## src/rtl/sqrt_fpu.sv

```systemverilog
// Single-cycle IEEE-754 binary32 square root, round-to-nearest-even, registered outputs.
// Optional macro SQRT_FPU_SUBNORMAL_EN: normalize subnormal operands instead of flushing them.
module sqrt_fpu (
    input  logic        clk,
    input  logic        rst,
    input  logic [31:0] A,
    output logic [31:0] result,
    output logic        overflow,
    output logic        underflow,
    output logic        exception
);

    localparam logic [31:0] QNAN = 32'h7FC0_0000;
    localparam logic [31:0] PINF = 32'h7F80_0000;

    logic        sign;
    logic [7:0]  bexp;
    logic [22:0] frac_in;
    logic        is_nan;
    logic        is_inf;
    logic        is_zero;
    logic        is_sub;

    assign sign    = A[31];
    assign bexp    = A[30:23];
    assign frac_in = A[22:0];
    assign is_nan  = (bexp == 8'hFF) && (frac_in != 23'd0);
    assign is_inf  = (bexp == 8'hFF) && (frac_in == 23'd0);
    assign is_zero = (bexp == 8'h00) && (frac_in == 23'd0);
    assign is_sub  = (bexp == 8'h00) && (frac_in != 23'd0);

    // Significand 1.m in sig[23:0] and unbiased exponent before the parity fix-up.
    logic [23:0]       sig;
    logic signed [9:0] e_raw;

`ifdef SQRT_FPU_SUBNORMAL_EN
    logic [4:0] msb_pos;
    logic [4:0] shift;

    always_comb begin
        msb_pos = 5'd0;
        for (int i = 0; i < 23; i++) begin
            if (frac_in[i]) msb_pos = 5'(i);
        end
        shift = 5'd23 - msb_pos;
    end

    always_comb begin
        if (is_sub) begin
            sig   = {1'b0, frac_in} << shift;
            e_raw = -10'sd126 - $signed({5'b00000, shift});
        end else begin
            sig   = {1'b1, frac_in};
            e_raw = $signed({2'b00, bexp}) - 10'sd127;
        end
    end
`else
    assign sig   = {1'b1, frac_in};
    assign e_raw = $signed({2'b00, bexp}) - 10'sd127;
`endif

    // Odd exponents move one factor of two into the radicand so the halving is exact.
    logic              e_odd;
    logic signed [9:0] e_even;
    logic [49:0]       rad;

    assign e_odd  = e_raw[0];
    assign e_even = e_odd ? (e_raw - 10'sd1) : e_raw;
    assign rad    = e_odd ? {sig, 26'd0} : {1'b0, sig, 25'd0};

    // Unrolled restoring root: 25 result bits (24-bit significand plus guard).
    logic [24:0] q;
    logic [27:0] rem_v;
    logic [27:0] trial;

    always_comb begin
        q     = 25'd0;
        rem_v = 28'd0;
        trial = 28'd0;
        for (int i = 24; i >= 0; i--) begin
            rem_v = {rem_v[25:0], rad[2*i+1 -: 2]};
            trial = {1'b0, q, 2'b01};
            if (rem_v >= trial) begin
                rem_v = rem_v - trial;
                q     = {q[23:0], 1'b1};
            end else begin
                q     = {q[23:0], 1'b0};
            end
        end
    end

    logic              guard;
    logic              sticky;
    logic              round_up;
    logic [24:0]       sum;
    logic [22:0]       frac_out;
    logic signed [9:0] res_e;

    assign guard    = q[0];
    assign sticky   = (rem_v != 28'd0);
    assign round_up = guard & (sticky | q[1]);
    assign sum      = {1'b0, q[24:1]} + {24'd0, round_up};
    // A carry out means the significand reached 2.0: shift right and bump the exponent.
    assign frac_out = sum[24] ? sum[23:1] : sum[22:0];
    assign res_e    = (e_even >>> 1) + 10'sd127 + (sum[24] ? 10'sd1 : 10'sd0);

    logic [31:0] result_d;
    logic        underflow_d;
    logic        exception_d;

    always_comb begin
        result_d    = 32'd0;
        underflow_d = 1'b0;
        exception_d = 1'b0;
        if (is_nan) begin
            result_d    = QNAN;
            exception_d = 1'b1;
        end else if (is_zero) begin
            result_d = {sign, 31'd0};
        end else if (sign) begin
            result_d    = QNAN;
            exception_d = 1'b1;
        end else if (is_inf) begin
            result_d = PINF;
        end else begin
            result_d = {1'b0, res_e[7:0], frac_out};
`ifndef SQRT_FPU_SUBNORMAL_EN
            if (is_sub) begin
                result_d    = 32'd0;
                underflow_d = 1'b1;
            end
`endif
        end
    end

    always_ff @(posedge clk or posedge rst) begin
        if (rst) begin
            result    <= 32'd0;
            overflow  <= 1'b0;
            underflow <= 1'b0;
            exception <= 1'b0;
        end else begin
            result    <= result_d;
            overflow  <= 1'b0;
            underflow <= underflow_d;
            exception <= exception_d;
        end
    end

endmodule

```

## config.mk

```make
export PLATFORM = sky130hd
export DESIGN_NAME = sqrt_fpu
export DESIGN_NICKNAME = d
export VERILOG_FILES = /design/src/rtl/sqrt_fpu.sv
export SDC_FILE = /design/constraint.sdc
export NUM_CORES = 1
export LEC_CHECK = 0
export ABC_CLOCK_PERIOD_IN_PS = 1200
export BUFFER_PORTS_ARGS = -buffer_cell sky130_fd_sc_hd__buf_2
export CAP_MARGIN = 15
export CORE_MARGIN = 8
export CORE_UTILIZATION = 40
export DETAILED_ROUTE_END_ITERATION = 6
export PLACE_DENSITY_LB_ADDON = 0.05
export SLEW_MARGIN = 20
export SYNTH_ARGS = -nofsm -noshare
export SYNTH_HDL_FRONTEND = slang
export SYNTH_SLANG_ARGS = --single-unit
```

## constraint.sdc

```tcl
create_clock -name clk -period 1.2 [get_ports clk]
set_input_delay 0.06 -clock clk [delete_from_list [all_inputs] [get_ports clk]]
set_output_delay 0.06 -clock clk [all_outputs]
set_load 0.02 [all_outputs]
```

# == Word level (Yosys, flattened, before mapping) ==
# Cells that the tools add are included.
# classes
addsub,30
n_lt_le_gt_ge,25
n_eq_ne,1
mux,67
bitwise,2
reduce_logical,8
# ops
cell,n
26-bit 2-to-1 mux,24
31-bit 2-to-1 mux,3
32-bit 2-to-1 mux,2
50-bit 2-to-1 mux,1
1-bit 2-to-1 mux,34
28-bit by 10-bit >= comparator with 1-bit output,1
28-bit by 11-bit >= comparator with 1-bit output,1
28-bit by 12-bit >= comparator with 1-bit output,1
28-bit by 13-bit >= comparator with 1-bit output,1
28-bit by 14-bit >= comparator with 1-bit output,1
28-bit by 15-bit >= comparator with 1-bit output,1
28-bit by 16-bit >= comparator with 1-bit output,1
28-bit by 17-bit >= comparator with 1-bit output,1
28-bit by 18-bit >= comparator with 1-bit output,1
28-bit by 19-bit >= comparator with 1-bit output,1
28-bit by 20-bit >= comparator with 1-bit output,1
28-bit by 21-bit >= comparator with 1-bit output,1
28-bit by 22-bit >= comparator with 1-bit output,1
28-bit by 23-bit >= comparator with 1-bit output,1
28-bit by 24-bit >= comparator with 1-bit output,1
28-bit by 25-bit >= comparator with 1-bit output,1
28-bit by 26-bit >= comparator with 1-bit output,1
28-bit by 3-bit >= comparator with 1-bit output,1
28-bit by 4-bit >= comparator with 1-bit output,1
other kinds (47),50
# totals
register_bits,34
inputBits,34
output_inout_bits,35
wordCells,136

# == Depth between registers and ports, before layout ==
# logic_depth
depth_word,63
depth_mapped,501
mapped_depth_nobuf,457

# == Worst setup path before layout ==
# No wires, ideal clock.
# synth_path
path_type,input to register
start,in A[23]
end,reg result[25]
setup_ps,83
t_arrival_ps,88671
t_required_ps,1117
slack_ps,-87553
path_stages,491
n_path_buf,49
cell_sequence,buf_2 -> buf_2 -> buf_1 -> clkbuf_1 -> clkbuf_1 -> clkbuf_1 -> mux2i_1 -> ha_1 -> or3b_1 -> clkbuf_1 -> nand3_1 -> and2_1 -> ha_1 -> nor2b_1 -> a22o_2 -> a2111oi_4 -> a21oi_1 -> inv_2 -> (+455 left out) -> and2_1 -> a21boi_0 -> ha_1 -> and3_1 -> and3_1 -> nand3_1 -> nor4_1 -> and2_1 -> inv_1 -> clkbuf_1 -> ha_1 -> buf_2 -> mux2i_1 -> nand2_1 -> o21ai_0 -> a22oi_1 -> xor2_1 -> o21ai_0
# synth_via
elab_chain_cells,63
word_cells_on_any_way,122
cone_classes,add/sub (30); order compare (25); eq/ne (1); mux (58); bitwise (2); reduce/logical (6)
# synth_lines
item,line_no,source
"start, declared",6,"input logic [31:0] A,"
8-bit by 7-bit subtractor with 9-bit output,59,"assign e_raw = $signed({2'b00, bexp}) - 10'sd127;"
50-bit 2-to-1 mux,69,"assign rad = e_odd ? {sig, 26'd0} : {1'b0, sig, 25'd0};"
2-bit by 1-bit subtractor with 3-bit output or 2-bit by 1-bit >= comparator with 1-bit output (tied branches),"84, 83",
26-bit 2-to-1 mux or 1-bit 2-to-1 mux (tied branches),83,if (rem_v >= trial) begin
26-bit by 3-bit subtractor with 26-bit output or 28-bit by 3-bit >= comparator with 1-bit output (tied branches),"84, 83",
26-bit 2-to-1 mux or 1-bit 2-to-1 mux (tied branches),83,
26-bit by 4-bit subtractor with 26-bit output or 28-bit by 4-bit >= comparator with 1-bit output (tied branches),"84, 83",
26-bit 2-to-1 mux or 1-bit 2-to-1 mux (tied branches),83,
(+48 left out),n/a,
1-bit 2-to-1 mux,105,assign res_e = (e_even >>> 1) + 10'sd127 + (sum[24] ? 10'sd1 : 10'sd0);
8-bit by 2-bit adder with 8-bit output,105,
31-bit 2-to-1 mux,128,if (is_sub) begin
31-bit 2-to-1 mux,123,end else if (is_inf) begin
31-bit 2-to-1 mux,120,end else if (sign) begin
32-bit 2-to-1 mux,118,end else if (is_zero) begin
32-bit 2-to-1 mux (*),115,if (is_nan) begin
net result_d[25],107,logic [31:0] result_d;
"end signal, assigned",143,result <= result_d;
"end, declared",7,"output logic [31:0] result,"
# The timed path passes the listed nets; every way through them passes the cells marked *.

# == Worst setup path in the final report ==
# layout_path
start,in A[23]
end,reg result[6]
# layout_via
elab_chain_cells,62
word_cells_on_any_way,118
cone_classes,add/sub (27); order compare (25); eq/ne (1); mux (57); bitwise (2); reduce/logical (6)
# layout_lines
item,line_no,source
8-bit by 7-bit subtractor with 9-bit output,59,
50-bit 2-to-1 mux,69,
2-bit by 1-bit subtractor with 3-bit output or 2-bit by 1-bit >= comparator with 1-bit output (tied branches),"84, 83",
26-bit 2-to-1 mux or 1-bit 2-to-1 mux (tied branches),83,
26-bit by 3-bit subtractor with 26-bit output or 28-bit by 3-bit >= comparator with 1-bit output (tied branches),"84, 83",
26-bit 2-to-1 mux or 1-bit 2-to-1 mux (tied branches),83,
26-bit by 4-bit subtractor with 26-bit output or 28-bit by 4-bit >= comparator with 1-bit output (tied branches),"84, 83",
26-bit 2-to-1 mux or 1-bit 2-to-1 mux (tied branches),83,
(+47 left out),n/a,
24-bit by 1-bit adder with 25-bit output,102,"assign sum = {1'b0, q[24:1]} + {24'd0, round_up};"
23-bit 2-to-1 mux,104,assign frac_out = sum[24] ? sum[23:1] : sum[22:0];
31-bit 2-to-1 mux,128,
31-bit 2-to-1 mux,123,
31-bit 2-to-1 mux,120,
32-bit 2-to-1 mux,118,
32-bit 2-to-1 mux (*),115,
net result_d[6],107,
# Marks and branches as above.

==> results.cfg <==
[status]
status = finished with violations
violations = negative setup slack

[hold_path]
hold_class = in2reg

[setup_path]
arrival_ns = 65.36
path_buf_inv = 98
end_kind = flop
critPathRequiredTime_ns = 1.36
startpoint = A[23]
path_common_cell = a21oi_2
cp-start-kind = primary input
crit_end = result[6]
critPathMaxFanout = 8
crit_family = compound AO/OA/AOI/OAI gates
critical-path-slowest-cell = or4_4
critPathKind = in2reg
critPathMaxStageDelay_ns = 0.56
cp_num_cells = 452

[sta]
final-setup-viol-count = 34
layout_min_cycle_time_ns = 65.20
max_freq_mhz = 15.3
worstMarginPinSlew_ns = 0.761
drv_slew = 0
grt_setup_unrepaired = true
hold_viol = 0
finalWorstSetupSlack_ns = -64.00
min_period_over_period_pct = 5430
slew-limit-headroom_pct = 48.9

[yosys]
synthesis.area_um2 = 27900
yosysSeqAreaShare_pct = 3.05
async_flop_share_pct = 100
yosysUniqueCellTypes = 130
synth.top_cell.area_share_pct = 15.2
netlist_instances = 4086
synth_edf_count = 0
yosysTopAreaCell = ha_1
synth_seq_cells = 34
synthTopCellsByArea = ha_1 15%, a21oi_1 8.5%, xnor2_1 7.7%
synth.avg_cell_area_um2 = 6.83
yosys_warnings = 0
ys.flop_type = dfrtp_1

[detailed_routing]
wl_per_cell_um = 18.0
vias_per_cell = 5.53
ant_nets = 0
drcViolationCount = 0
wirelength_um = 133000
drt_first_iter_violations = 3202
dr.pass1.iters = 6
routed-via-count = 41100

[placed_design]
io_buffer_count = 67
hpwl_um = 105000
place_congestion = 1.00
pre_cts_ws_ns = -64.78

[cts]
root_buffer = clkbuf_16
cts_sinks = 34
cts_made_buffers = 5
cts_tree = built
cts_buffer_depth = 2
ctsHtreeMaxLevel = 2
clkTransAtPathRegs_ns = 0.05

[global_routing]
grt_antenna_before_repair = 3
grt_pass1_wl_um = 209000
grtUsageTotal_pct = 32.1
grt_overflow = 0
grt_start_max_net_pins = 31
grt_pass1_vias = 40300

[floorplan]
die_x_um = 280
die_h_um = 280
start_util_pct = 40.1
die_area_um2 = 78500
rows = 97
ioPinCount = 69
core-area_um2 = 69500

[layout]
drive_gt1_share_pct = 46.9
fin_nets = 6868
syn2layout_area_growth_pct = 79.6

[flow_run]
max_cap_violations = 0
Yosys cell counts (all sizes together) (43+ instances only):
library cell,instances
a21o,138
nor3,100
and2,43
nor2,343
a21oi,476
mux2i,58
a31oi,68
nand3,124
a211oi,53
nand4,80
xnor2,246
o21bai,147
and3,63
nand2,357
o21ai,233
buf,50
o31ai,51
inv,201
or3,46
o211ai,51
nor4,45
clkbuf,83
ha,339
xor2,72
flip-flops by register name, indices dropped and copies added (netlist names):
signal,flops
exception,1
underflow,1
result,32
cells in the final DEF (no fill, tap or decap), types with 138 or more instances in the layout:
cell type  synthesis  routed
buf_4              7    2375
nand2_1          355     334
a21oi_1          473     332
nor2_1           342     326
ha_1             339     296
xnor2_1          245     243
o21ai_0          204     175
inv_1            191     168
o21bai_1         147     139
a21o_1           138     138
what timing repair did:
action / in CTS / in global routing
gates cloned: 2 / 0
endpoints found under the hold margin: 34 / 0
endpoints found under the setup margin: 34 / 34
gates resized for setup: 194 / 102
buffers inserted: 314 / 89
hold buffers: 1 / 0
pin swaps: 144 / 124
worst min-delay path, cell delays in order:
cell and delay, ns:
buf_2 0.12, inv_1 0.06, buf_4 0.12, nor2_2 0.04
worst min path at each step:
stage / start / end / slack, ns / depth (start not counted)
6_report: A[31] / result[31] / 0.15 / 4
3_5_place_dp: rst / result[17] / 0.01 / 2
3_3_place_gp: rst / result[17] / 0.008 / 2
2_1_floorplan: rst / exception / 0.20 / 1
4_1_cts: A[31] / result[31] / 0.14 / 4
5_1_grt: A[31] / result[31] / 0.17 / 4
metal layers:
metal	GRT usage [%]	vias to the layer above	wire [µm]
met5	0	-	31
met4	11.7	4	5650
met3	2.20	314	6630
met2	55.4	1288	62200
met1	41.6	19300	58900
li1	-	20300	-
logic make-up (layout without fill, tap and decap cells):
| kind of cell | Yosys count | count (layout) | share of synthesized area [%] |
|---|---|---|---|
| other | 2 | 29 | 0.0269 |
| flip-flops | 34 | 34 | 3.05 |
| XOR/XNOR | 318 | 318 | 10.0 |
| multiplexers | 93 | 93 | 3.51 |
| adder cells (fa/ha/maj) | 340 | 340 | 15.3 |
| AO/OA/AOI/OAI | 1551 | 1551 | 37.4 |
| buffers and inverters | 341 | 2724 | 4.91 |
| AND/OR/NAND/NOR | 1407 | 1407 | 25.8 |
cell type report:
type | instances | area (µm²)
repair buffers | 2508 | 19000
diodes | 1 | 2.50
well taps | 940 | 1180
multi-input cells | 3737 | 27900
flip-flops and latches | 34 | 851
clock inverters | 1 | 5.00
inverters | 208 | 933
fillers | 5876 | 19400
clock buffers | 7 | 143
per-stage QoR:
stage | hold WS (ns) | TNS, ns | cells | instance area, µm² | utilization (%)
CTS | 0.141 | -1928.80 | 7349 | 49000 | 70.4
global route | 0.174 | -2110.94 | 7435 | 50100 | 72.0
finish | 0.149 | -1980.32 | 7436 | 50100 | 72.0
global placement | 0.00801 | -1935.22 | 7027 | 45600 | 65.5
detailed placement | 0.0117 | -2003.29 | 7027 | 45600 | 65.5
floorplan | 0.202 | -2142.18 | 4112 | 29900 | -
Power is not shown: default switching activity piles up to over one toggle a cycle in this logic, so the estimate is an artifact.
